[src/rtl/digit_scan_ctrl.sv]
// Time-multiplexed digit scanner with a double-buffered display word.
// Optional leading-zero suppression: define DIGIT_LZ_BLANK_EN.
module digit_scan_ctrl #(
  parameter int NUM_DIGITS   = 4,
  parameter int REFRESH_DIV  = 50000,
  parameter int BLANK_CYCLES = 2
) (
  input  logic                    clk,
  input  logic                    reset,
  input  logic                    dispEnable,
  input  logic                    loadValid,
  output logic                    loadReady,
  input  logic [4*NUM_DIGITS-1:0] loadData,
  output logic [3:0]              segNibble,
  output logic                    segEnable,
  output logic [NUM_DIGITS-1:0]   digitSel,
  output logic                    frameTick
);

  localparam int CW = (REFRESH_DIV > 1) ? $clog2(REFRESH_DIV) : 1;
  localparam int IW = (NUM_DIGITS > 1) ? $clog2(NUM_DIGITS) : 1;

  localparam logic [CW-1:0] SLOT_LAST = CW'(REFRESH_DIV - 1);
  localparam logic [CW-1:0] BLK_LAST =
    CW'((BLANK_CYCLES > 0) ? BLANK_CYCLES - 1 : 0);
  localparam logic [IW-1:0] IDX_LAST = IW'(NUM_DIGITS - 1);

  localparam logic [1:0] S_IDLE  = 2'd0;
  localparam logic [1:0] S_BLANK = 2'd1;
  localparam logic [1:0] S_SHOW  = 2'd2;
  localparam logic [1:0] S_FIRST =
    (BLANK_CYCLES > 0) ? S_BLANK : S_SHOW;

  logic [1:0]              state_q, state_d;
  logic [IW-1:0]           idx_q, idx_d;
  logic [CW-1:0]           cnt_q, cnt_d;
  logic [4*NUM_DIGITS-1:0] active_q, active_d;
  logic [4*NUM_DIGITS-1:0] pending_q, pending_d;
  logic                    pend_full_q, pend_full_d;

  logic [3:0]              seg_nibble_q, seg_nibble_d;
  logic                    seg_enable_q, seg_enable_d;
  logic [NUM_DIGITS-1:0]   digit_sel_q, digit_sel_d;
  logic                    frame_tick_q, frame_tick_d;

  logic                    accept;
  logic                    copy;
  logic                    show_d;
  logic                    lit_d;
  logic [NUM_DIGITS-1:0]   keep;
  logic                    any_nz;

  assign loadReady = ~pend_full_q;
  assign accept    = loadValid & ~pend_full_q;

  // Scan sequencer: slot counter, digit index and state.
  always_comb begin
    state_d = state_q;
    idx_d   = idx_q;
    cnt_d   = cnt_q;
    copy    = 1'b0;
    if (state_q == S_IDLE) begin
      copy  = pend_full_q;
      idx_d = '0;
      cnt_d = '0;
      if (dispEnable) begin
        state_d = S_FIRST;
      end
    end else if (!dispEnable) begin
      state_d = S_IDLE;
      idx_d   = '0;
      cnt_d   = '0;
    end else begin
      unique case (state_q)
        S_BLANK: begin
          cnt_d = cnt_q + 1'b1;
          if (cnt_q == BLK_LAST) begin
            state_d = S_SHOW;
          end
        end
        S_SHOW: begin
          if (cnt_q == SLOT_LAST) begin
            cnt_d   = '0;
            state_d = S_FIRST;
            if (idx_q == IDX_LAST) begin
              idx_d = '0;
              copy  = pend_full_q;
            end else begin
              idx_d = idx_q + 1'b1;
            end
          end else begin
            cnt_d = cnt_q + 1'b1;
          end
        end
        default: begin
          state_d = S_IDLE;
          idx_d   = '0;
          cnt_d   = '0;
        end
      endcase
    end
  end

  // Copy and accept never coincide: copy needs pend_full_q, accept its inverse.
  always_comb begin
    active_d    = active_q;
    pending_d   = pending_q;
    pend_full_d = pend_full_q;
    if (copy) begin
      active_d    = pending_q;
      pend_full_d = 1'b0;
    end
    if (accept) begin
      pending_d   = loadData;
      pend_full_d = 1'b1;
    end
  end

  always_comb begin
    keep   = '1;
    any_nz = 1'b0;
`ifdef DIGIT_LZ_BLANK_EN
    for (int k = NUM_DIGITS - 1; k >= 0; k--) begin
      any_nz  = any_nz | (|active_d[4*k +: 4]);
      keep[k] = any_nz;
    end
    keep[0] = 1'b1;
`endif
  end

  // Outputs are registered from next-state values so they align with state.
  always_comb begin
    show_d       = (state_d == S_SHOW);
    seg_nibble_d = '0;
    digit_sel_d  = '0;
    lit_d        = 1'b0;
    for (int k = 0; k < NUM_DIGITS; k++) begin
      if (idx_d == IW'(k)) begin
        if (state_d != S_IDLE) begin
          seg_nibble_d = active_d[4*k +: 4];
        end
        digit_sel_d[k] = show_d;
        lit_d          = keep[k];
      end
    end
    seg_enable_d = show_d & lit_d;
    frame_tick_d = show_d && (cnt_d == SLOT_LAST)
                   && (idx_d == IDX_LAST);
  end

  always_ff @(posedge clk) begin
    if (reset) begin
      state_q      <= S_IDLE;
      idx_q        <= '0;
      cnt_q        <= '0;
      active_q     <= '0;
      pending_q    <= '0;
      pend_full_q  <= 1'b0;
      seg_nibble_q <= '0;
      seg_enable_q <= 1'b0;
      digit_sel_q  <= '0;
      frame_tick_q <= 1'b0;
    end else begin
      state_q      <= state_d;
      idx_q        <= idx_d;
      cnt_q        <= cnt_d;
      active_q     <= active_d;
      pending_q    <= pending_d;
      pend_full_q  <= pend_full_d;
      seg_nibble_q <= seg_nibble_d;
      seg_enable_q <= seg_enable_d;
      digit_sel_q  <= digit_sel_d;
      frame_tick_q <= frame_tick_d;
    end
  end

  assign segNibble = seg_nibble_q;
  assign segEnable = seg_enable_q;
  assign digitSel  = digit_sel_q;
  assign frameTick = frame_tick_q;

endmodule
[config.mk]
export PLATFORM = sky130hd
export DESIGN_NAME = digit_scan_ctrl
export DESIGN_NICKNAME = d
export VERILOG_FILES = /design/src/rtl/digit_scan_ctrl.sv
export SDC_FILE = /design/constraint.sdc
export NUM_CORES = 1
export LEC_CHECK = 0
export CORE_MARGIN = 1
export CORE_UTILIZATION = 30
export CTS_BUF_LIST = sky130_fd_sc_hd__clkbuf_16
export DETAILED_ROUTE_END_ITERATION = 12
export PLACE_DENSITY = 0.46
export REMOVE_ABC_BUFFERS = 1
export SLEW_MARGIN = 15
export SYNTH_ARGS = -nofsm -noshare
export SYNTH_HDL_FRONTEND = slang
export SYNTH_SLANG_ARGS = --single-unit
[constraint.sdc]
create_clock -name clk -period 7.5 [get_ports clk]
set_input_delay 1.125 -clock clk [delete_from_list [all_inputs] [get_ports clk]]
set_output_delay 1.125 -clock clk [all_outputs]
set_load 0.01 [all_outputs]
# Word level (Yosys, flattened, before mapping)
# Index checks and enable logic that the tools add are counted.
# totals
regBits,63
latchBits,0
mem_bits_rw,0
romBits,0
out_inout_bits,11
wordCells,77
n_memories,0
# classes
add_sub_neg,2
n_mul,0
n_div,0
order_cmp,0
n_eq_ne,10
shifts,0
mux,35
n_bitwise,7
n_reduce_logical,10
# ops
cell,n
$mux W16,4
$eq A16 B16 Y1 const B,2
$mux W4,8
$pmux W16 S2,1
$mux W2,9
$add A16 B1 Y16 const B,1
$eq A16 B1 Y1 const B,1
$mux W1,11
$eq A2 B2 Y1 const B,5
$pmux W2 S2,2
$reduce_or A2 Y1,4
$not A1 Y1,5
$eq A2 B1 Y1 const B,2
$logic_not A2 Y1,2
$reduce_bool A2 Y1,2
$add A2 B1 Y2 const B,1
$and A1 B1 Y1,2
$logic_and A1 B1 Y1,2

# Longest topological paths before layout
# Gate-level depths: netlist of the first run.
# depth
word_depth,15
mapped_depth,11

# Least setup slack after synthesis of the first run
# OpenSTA, ideal clock, no wires.
# synth_timing
path_kind,input-to-reg
start,input port dispEnable
end,register seg_nibble_q[3] (netlist: segNibble[3])
setup_time_ns,0.120
t_arrival_ns,2.654
required_time_ns,7.380
path_slack_ns,4.726
cell_stages,9
n_path_buf,3
cell_sequence,clkbuf_1 nand2_1 nor3_1 a32oi_1 buf_2 buf_2 mux2i_1 nor2_1 o31a_1
# synth_via
elab_chain_len,11
# synth_lines
element,line_no,text
from (decl),10,"input logic dispEnable,"
"$mux W1, or another cell as far along",69,end else if (!dispEnable) begin
$mux W1 or $mux W2 (tied branches),62,if (state_q == S_IDLE) begin
$mux W16 or $reduce_bool A2 Y1 (tied branches),"109, 139",
$mux W4,139,if (state_d != S_IDLE) begin
$mux W4,138,if (idx_d == IW'(k)) begin
$mux W4,139,
$mux W4,138,
$mux W4,139,
$mux W4,138,
$mux W4,139,
$mux W4 (*),138,
to (signal assigned),170,seg_nibble_q <= seg_nibble_d;
to (decl),41,"logic [3:0] seg_nibble_q, seg_nibble_d;"
# Mark *: on every way between the ends. The rest lies on a longest branch, timed or not.
# A chain may end at the register's enable or synchronous reset.

# Worst setup path after layout of the first run
# layout_timing
start,input port dispEnable
end,register seg_nibble_q[2] (netlist: segNibble[2])
# The elaborated chain is that of the path after synthesis.

==> impl_metrics.tcl, run 1 <==
set metrics [dict create \
    synthArstFlopShare_pct 0 \
    fin_util_pct 38.7 \
    slew_violations 0 \
    rsz0062_at_grt "false" \
    place.gp.congestion 0.797 \
    crit_type "primary input to flop" \
    wl_microns 6830 \
    postLayoutCellArea_sq_um 3630 \
    cts.path.max_buffers 2 \
    grt_overflow_total 0 \
    power_density_nw_per_um2 224 \
    worst_pin_slew_ns 0.810 \
    yosysWarnings 0 \
    placed_area_sq_um 3340 \
    ctsHoldBuffers 0 \
    power_frac_seq_pct 43.0 \
    cts_buffers 9 \
    layout.nets 398 \
    power_frac_clock_pct 49.8 \
    drc_errors 0 \
    min_path_type "flop to flop" \
    period_share_pct 40.7 \
    drt_iter0_drc 70 \
    clkTransAtPathRegs_ns 0.05 \
    fin_skew_ns 0.00397 \
    drv_cap 0 \
    comb_power_share_pct 7.2 \
    firstDrtPassIters 4 \
    synth-seq-area-share_pct 43.0 \
    io_buffers 30 \
    ir_worst_vdd_uv 85.5 \
    synth_cells 347 \
    critPathArrivalTime_ns 3.32 \
    ys_ff_latch 63 \
    outcome "completed" \
    n_fill_cell 1003 \
    period_needed_ns 3.05 \
    cts_resized 0 \
    antenna_found_initial 0 \
    die_w_microns 101 \
    rows 35 \
    fin_setup_tns_ns 0 \
    cts_sinks 63 \
    max_freq_mhz 328 \
    vias 2384 \
    synth_ff_type "dfxtp_1" \
    hpwlAfterDp_microns 4820 \
    p_sw_mw 0.187 \
    p_int_mw 0.625 \
    grt_pass1_wl_microns 11600 \
    hold_viol_final 0 \
    grt_max_degree 41 \
    cp_max_fo 10 \
    swShare_pct 23.0 \
    grt_pass1_vias 2295 \
    final-setup-viol-count 0 \
    synth.avg_cell_area_sq_um 8.45 \
    core_area_sq_um 9370 \
    p_leak_nw 1.33 \
    cts_tree "done" \
    insertion_delay_ns 0.32 \
    start_util_pct 31.3 \
    n_antenna_cell 0 \
    die_height_microns 101 \
    synth_edf_count 0 \
    critPathRequiredTime_ns 7.77 \
    post_cts_buffers 0 \
    detail-route-antenna-nets 0 \
    syn_area_sq_um 2930 \
    fp.dieArea_sq_um 10200 \
    ys_types 54 \
    slew-limit-headroom_pct 45.3 \
    vias_per_cell 4.71 \
    cts-root-buf "clkbuf_16" \
    io-pin-count 31 \
    wl_per_cell_microns 13.5 \
    worstSetupStartpointType "primary input" \
    syn_to_final_growth_pct 23.9 \
    drive_gt1_share_pct 8.22 \
    power_mw 0.812 \
    endpoint_kind "flop" \
    grt_usage_pct 14.8 \
    htree_levels 3 \
]
## power by group through the flow
stage               Combinational [mW]  Sequential, mW  Clock (mW)
finish                          0.0588           0.349       0.404
global route                    0.0664           0.349       0.429
CTS                             0.0596           0.349       0.413
detailed placement              0.0595           0.356           0
global placement                0.0589           0.356           0
floorplan                       0.0333           0.354           0
## placed cells by master, fill, tap and decap left out, drive strengths merged, types with 3 or more instances in the layout
| cell type | Yosys | layout |
|---|---|---|
| nor4 | 3 | 3 |
| buf | 8 | 3 |
| mux2i | 12 | 12 |
| clkdlybuf4s50 | 0 | 30 |
| a32o | 3 | 3 |
| a31oi | 4 | 4 |
| clkbuf | 11 | 9 |
| ha | 6 | 6 |
| nand3 | 12 | 12 |
| xor2 | 7 | 7 |
| nand2 | 55 | 55 |
| dfxtp | 63 | 63 |
| clkinv | 0 | 3 |
| nor2b | 5 | 5 |
| nor2 | 50 | 50 |
| and3 | 4 | 4 |
| xnor2 | 10 | 10 |
| and2 | 3 | 3 |
| nand4 | 7 | 7 |
| a21oi | 30 | 30 |
| nor3 | 9 | 9 |
| inv | 11 | 13 |
| o2bb2ai | 3 | 3 |
| or3 | 4 | 4 |
## sequential cells by signal, summed over array words and instances, names as in the netlist
register / flops
active_q: 16
cnt_q: 16
pending_q: 16
digitSel: 4
segNibble: 4
idx_q: 2
state_q: 2
frameTick: 1
pend_full_q: 1
segEnable: 1
## final timing paths
kind,start,endpoint,slack [ns],cells after the start
setup / recovery,dispEnable,segNibble[2]$_SDFF_PP0_,4.45,8
hold / removal,pending_q[3]$_SDFFE_PP0P_,pending_q[3]$_SDFFE_PP0P_,0.45,2
setup reg to reg,cnt_q[0]$_SDFF_PP0_,segNibble[1]$_SDFF_PP0_,4.65,8
hold reg to reg,pending_q[3]$_SDFFE_PP0P_,pending_q[3]$_SDFFE_PP0P_,0.45,2
## per-layer routing
metal  share of wire (%)  wire length [microns]  vias up  global-route usage [%]
met3                 2.7                    181        7                    2.91
met5                   0                      0        -                       0
met4                 1.4                     93        0                    6.35
li1                    -                      -     1245                       -
met1                  53                   3590     1100                    20.5
met2                  43                   2960       32                    22.3
## synth_stat cells (2+ instances only)
| cell type | instances | share of area (%) |
|---|---|---|
| a21oi_1 | 27 | 4.6 |
| a21oi_2 | 2 | 0.60 |
| a31oi_1 | 4 | 0.85 |
| a32o_1 | 3 | 1.0 |
| a32oi_1 | 2 | 0.60 |
| and2_1 | 2 | 0.43 |
| and3_1 | 4 | 0.85 |
| and3b_1 | 2 | 0.60 |
| buf_2 | 8 | 1.4 |
| clkbuf_1 | 11 | 1.4 |
| dfxtp_1 | 63 | 43 |
| ha_1 | 6 | 2.6 |
| inv_1 | 11 | 1.4 |
| mux2i_1 | 12 | 4.1 |
| nand2_1 | 55 | 7.0 |
| nand3_1 | 11 | 1.9 |
| nand4_1 | 7 | 1.5 |
| nor2_1 | 48 | 6.1 |
| nor2_2 | 2 | 0.43 |
| nor2b_1 | 5 | 1.1 |
| nor3_1 | 7 | 1.2 |
| nor3_2 | 2 | 0.68 |
| nor3b_1 | 2 | 0.51 |
| nor4_1 | 2 | 0.43 |
| o2bb2ai_1 | 3 | 0.90 |
| or3_1 | 3 | 0.64 |
| xnor2_1 | 10 | 3.0 |
| xor2_1 | 7 | 2.1 |
## area by class of cell
| type | count | area [sq um] | share of cell area (%) |
|---|---|---|---|
| sequential | 63 | 1260 | 34.7 |
| timing repair buffer | 33 | 323 | 8.89 |
| clock inverter | 7 | 63.8 | 1.76 |
| tap | 129 | 161 | 4.45 |
| multi-input combinational | 254 | 1560 | 42.8 |
| inverter | 11 | 41.3 | 1.14 |
| clock buffer | 9 | 225 | 6.20 |
## logic make-up (layout without fill, tap and decap cells)
group,after synthesis,in the layout,synth area share (%)
and+or+nand+nor,160,160,26.4
DFF,63,63,43.0
AOI/OAI and AO/OA,59,59,14.6
buffers and inverters,30,60,4.18
xor gates and xnor gates,17,17,5.08
muxes,12,12,4.10
adders and majority gates,6,6,2.56
## worst max-delay path, cell delays in order
cell,delay (ns)
clkdlybuf4s50_1,0.65
and3b_1,0.32
nand3_1,0.11
a21oi_1,0.13
o21bai_1,0.26
o211ai_1,0.32
o2bb2ai_1,0.22
a32o_1,0.17
## per-stage QoR
step                hold slack [ns]  cells  setup WS [ns]
floorplan                     0.430    328           4.00
global placement              0.449    490           4.17
detailed placement            0.450    490           4.13
CTS                           0.457    506           4.45
global route                  0.480    506           4.32
finish                        0.454    506           4.45
(Power assumes the default switching activity.)
==> run 2: changes to the inputs <==
clock period = 3.11 ns   (was 7.5 ns; I/O delays follow)
==> impl_metrics.tcl, run 2 (synthesized netlist as in run 1, its figures left out) <==
set metrics [dict create \
    vias_per_cell 4.75 \
    cp_max_fo 6 \
    worstHoldStart "pending_q[6]$_SDFFE_PP0P_" \
    n_fill_cell 973 \
    insertion_delay_ns 0.33 \
    drc_errors 0 \
    holdWs_ns 0.457 \
    detail-route-antenna-nets 0 \
    wl_met2_microns 2960 \
    endpoint_kind "flop" \
    grt_max_degree 32 \
    setup_slack_ns 0.442 \
    hold_viol_final 0 \
    firstDrtPassIters 4 \
    cts.path.max_buffers 2 \
    period_share_pct 85.8 \
    crit_start "cnt_q[0]$_SDFF_PP0_" \
    place_ws_ns 0.416 \
    core_area_sq_um 9370 \
    wl_met1_microns 3540 \
    place.gp.congestion 0.781 \
    worstSetupStartpointType "flop" \
    worstPathCellList "ha_1, nand3_4, or3_4, or3_1, a22o_2, a21oi_2, nor2_2, a32o_1" \
    multi_input_area_sq_um 1560 \
    period_needed_ns 2.67 \
    final-setup-viol-count 0 \
    wl_microns 6800 \
    start_util_pct 31.3 \
    max_freq_mhz 375 \
    cts_resized 0 \
    seq_area_sq_um 1260 \
    cts_sinks 63 \
    critPathArrivalTime_ns 2.89 \
    drv_cap 0 \
    critPathRequiredTime_ns 3.33 \
    hpwlAfterDp_microns 4790 \
    rsz0062_at_grt "false" \
    critical-path-max-stage-delay_ns 0.42 \
    r2r-start "cnt_q[0]$_SDFF_PP0_" \
    antenna_found_initial 0 \
    drt_iter0_drc 107 \
    cts_buffers 9 \
    slew-limit-headroom_pct 60.2 \
    clkTransAtPathRegs_ns 0.06 \
    wl_met3_microns 197 \
    slew_violations 0 \
    ir_worst_vdd_uv 203 \
    min_path_type "flop to flop" \
    top_regs "active_q (16), cnt_q (16), pending_q (16)" \
    die_height_microns 101 \
    slowest_stage "or3_4" \
    grt_pass1_vias 2355 \
    n_antenna_cell 0 \
    p_leak_nw 1.35 \
    ctsHoldBuffers 0 \
    fp.dieArea_sq_um 10200 \
    outcome "completed" \
    layout_commonest_cell "dfxtp_1" \
    crit_type "flop to flop" \
    vias 2427 \
    layout.nets 403 \
    io_buffers 30 \
    wl_per_cell_microns 13.3 \
    htree_levels 3 \
    final_cell_mix "dfxtp_1, nand2_1, nor2_1" \
    worst_pin_slew_ns 0.595 \
    io-pin-count 31 \
    power_density_nw_per_um2 539 \
    top_layer_used "met4" \
    cts-root-buf "clkbuf_16" \
    rrSetupSlack_ns 0.44 \
    syn_to_final_growth_pct 25.4 \
    post_cts_buffers 0 \
    cts_tree "done" \
    grt_usage_pct 14.9 \
    rows 35 \
    drive_gt1_share_pct 9.69 \
    grt_overflow_total 0 \
    fin_skew_ns 0.0116 \
    die_w_microns 101 \
    grt_pass1_wl_microns 11700 \
    power_mw 1.98 \
]
[run 2: power by group]
group / total [mW] / switching (mW) / internal, mW / leakage, nW
Combinational: 0.143 / 0.0783 / 0.0649 / 0.699
Sequential: 0.841 / 0.0114 / 0.829 / 0.511
Clock: 0.996 / 0.377 / 0.619 / 0.139
Total: 1.98 / 0.467 / 1.51 / 1.35
[run 2: final timing paths]
check | to | cells past startpoint
min | pending_q[6]$_SDFFE_PP0P_ | 2
max | segNibble[2]$_SDFF_PP0_ | 8
max reg2reg | segNibble[2]$_SDFF_PP0_ | 8
min reg2reg | pending_q[6]$_SDFFE_PP0P_ | 2
[run 2: metal layers]
metal	GRT usage, %	vias up
li1	-	1261
met1	20.3	1119
met2	23.0	38
met3	3.33	9
met4	5.35	0
met5	0	-
[run 2: layout make-up]
| cell class | instances | area share, % |
|---|---|---|
| multi-input cells | 254 | 42.3 |
| clock buffers | 9 | 6.13 |
| well taps | 129 | 4.39 |
| repair buffers | 38 | 9.80 |
| clock inverters | 7 | 1.94 |
| flip-flops and latches | 63 | 34.3 |
| inverters | 11 | 1.12 |
[run 2: per-stage QoR]
| stage | cell area [sq um] | cells | utilization [%] | setup TNS [ns] |
|---|---|---|---|---|
| floorplan | 2850 | 328 | - | -0.0416 |
| global placement | 3380 | 495 | 36.1 | 0 |
| detailed placement | 3380 | 495 | 36.1 | 0 |
| CTS | 3680 | 511 | 39.2 | 0 |
| global route | 3680 | 511 | 39.2 | 0 |
| finish | 3680 | 511 | 39.2 | 0 |
[run 2: critical path, delay by kind of cell (launching register included)]
kind,cells,cell delay [ns]
simple gates,4,1.03
fa+ha+maj,1,0.27
compound gates,3,0.87
flops,1,0.39
==> edit: new RTL, config.mk and constraints of run 2 <==
The option `DIGIT_LZ_BLANK_EN` is turned on by a define.
--- a/src/rtl/digit_scan_ctrl.sv
+++ b/src/rtl/digit_scan_ctrl.sv
@@ -1,5 +1,7 @@
 // Time-multiplexed digit scanner with a double-buffered display word.
 // Optional leading-zero suppression: define DIGIT_LZ_BLANK_EN.
+`define DIGIT_LZ_BLANK_EN
+
 module digit_scan_ctrl #(
   parameter int NUM_DIGITS   = 4,
   parameter int REFRESH_DIV  = 50000,
Function: same outputs for any inputs over 10 cycles, from zero or initial values and one cycle with reset high; that may be too few to reach the edited logic, so the function may still have changed.
==> edit against run 2 <==
- wire length grew 6.1%
- synthesized area increased by 1.5%
- power shrank 3.8%
- worst setup slack improved by 0.15 ns
- non-clock buffer count is 4 lower
- core utilization fell by 0.32 points
- critical path depth stayed put
- sequential share of layout area grew 0.12 points
- sequential cell count is the same
- cell area down 0.34%
- critical path type unchanged
- critical endpoint is now frameTick
==> edit: results (changes against run 2) <==
Via total after detailed routing: 2475 (+2.0%)
Biggest regs: active_q (16), cnt_q (16), pending_q (16)
Metal3 WL: 334 um (+70%)
Type of the most critical hold path: reg -> reg
Sum of routed wire segments on met1: 3.706 mm (+4.8%)
Met3 global-route usage: 3.658% (+0.33 points)
Worst setup slack after placement: 0.6152 ns (+0.1993 ns)
Synthesized area per cell: 8.596 sq um (+1.7%)
Worst supply voltage drop on vdd: 0.2375 mV (+17%)
Cell types with the highest counts after synthesis: sky130_fd_sc_hd__dfxtp_1 (63), sky130_fd_sc_hd__nand2_1 (56), sky130_fd_sc_hd__nor2_1 (50)
Non-Filler Instances: 507 (-0.78%)
Worst-path cell with the longest stage delay: sky130_fd_sc_hd__or4_1
Total number of nets in the final design: 399 (-0.99%)
Reported leakage power: 1.273 nW (-5.6%)
Met2 GRT Util: 23.02% (+0.053 points)
Largest net degree at the start of global routing: 35 (+9.4%)
Flop2flop setup slack: 0.59 ns (+0.15 ns)
Last weighted congestion value of the routability-driven placer: 0.8462 (+8.4%)
Filler cell count in the final layout: 965 (-0.82%)
Post-CTS setup buffer count: 0 (unchanged)
CTS H-Tree Depth: 3 (unchanged)
Hold Path Stages: 2 (unchanged)
ANT cells: 0 (unchanged)
Via count of the first global-routing pass: 2358 (+0.13%)
Placement-stage cell area: 3391 sq um (+0.33%)
Setup skew after layout: 0.009854 ns (-0.001745 ns)
CP max FO: 6 (unchanged)
Ranking of synthesized cells by area: sky130_fd_sc_hd__dfxtp_1 (42%), sky130_fd_sc_hd__nand2_1 (7.1%), sky130_fd_sc_hd__nor2_1 (6.3%)
Sequential area share after synthesis: 42.41% (-0.62 points)
Total Routing Usage GR: 15.57% (+0.70 points)
Post-synthesis async set-or-reset flop share: 0% (unchanged)
Number of distinct library cell variants in the gate-level netlist after synthesis: 51 (-5.6%)
Wirelength, routed: 7.212 mm (+6.1%)
CP peak stage delay: 0.53 ns (+0.11 ns)
Destination of the worst hold path: pending_q[3]
Number of iterations in the first detailed-routing pass: 4 (unchanged)
Number of I/O port buffers: 30 (unchanged)
Hold_ws: 0.4639 ns (+0.006716 ns)
End of the worst register-to-register path: frameTick
Met1 usage: 21.56% (+1.3 points)
Initial DRC count: 110 (+2.8%)
Wire length on met2: 3.061 mm (+3.3%)
Worst slew margin: 56.08% (-4.1 points)
Run status: finished, final reports clean
Clock network latency to the later pin of the worst-skew pair: 0.33 ns (about the same)
Depth of the worst register-to-register path: 8 (unchanged)
Instance count after placement with tap cells included: 491 (-0.81%)
Share of layout cells above drive strength 1: 10.05% (+0.37 points)
CTS Root Buffer Type: sky130_fd_sc_hd__clkbuf_16
Wire length of the first global-routing pass: 12.19 mm (+4.3%)
Dpl hpwl: 5.186 mm (+8.2%)
Count of yosys warnings during synthesis: 0 (unchanged)
Critical hold path startpoint: pending_q[3]
Signal arrival time at the worst endpoint: 2.74 ns (-0.15 ns)
[edit: cell types whose count changed after synthesis, sizes merged, moves of 4 or more]
cell | run 2 | this run
inv | 11 | 5
and4 | 0 | 5
or4 | 1 | 6
a21oi | 30 | 26
mux2i | 12 | 16
o21ai | 1 | 5
[edit: power breakdown]
group	switching, mW	leakage (nW)	internal, mW
registers	0.0149	0.511	0.828
logic	0.0796	0.631	0.0662
clock network	0.379	0.132	0.538
total	0.473	1.27	1.43
[edit: final cells by class]
cell class	instances	area (sq um)	share of cell area (%)
Timing Repair Buffer	34	330.3	9.016
Clock inverter	7	47.55	1.298
Sequential cell	63	1261	34.43
Multi-Input combinational cell	260	1619	44.19
Inverter	5	18.77	0.5123
Tap cell	129	161.4	4.406
Clock buffer	9	225.2	6.148
[edit: critical path, delay by kind of cell (launching register included)]
family,cells,cell delay [ns]
adder cells (fa/ha/maj),1,0.18
flip-flops,1,0.39
AND/OR/NAND/NOR,5,1.38
AO/OA/AOI/OAI,2,0.47
[edit: logic make-up (layout without fill, tap and decap cells)]
kind of cell | after synthesis | in the layout | share of synthesized area, %
AO/OA/AOI/OAI | 52 | 52 | 13.13
XOR/XNOR | 16 | 16 | 4.712
adder cells (fa/ha/maj) | 7 | 7 | 2.903
buffers and inverters | 23 | 55 | 3.281
flip-flops | 63 | 63 | 42.41
multiplexers | 16 | 16 | 5.385
AND/OR/NAND/NOR | 169 | 169 | 28.19
[edit: how the worst max path moves through the flow]
stage / startpoint / endpoint / slack (ns)
final: cnt_q[0] / frameTick / 0.59
after detailed placement: cnt_q[10] / frameTick / 0.62
after floorplan: state_q[0] / segNibble[3] / -0.68
after CTS: cnt_q[0] / frameTick / 0.58
after global placement: cnt_q[10] / segNibble[2] / 0.60
after global routing: state_q[0] / segNibble[1] / 0.32
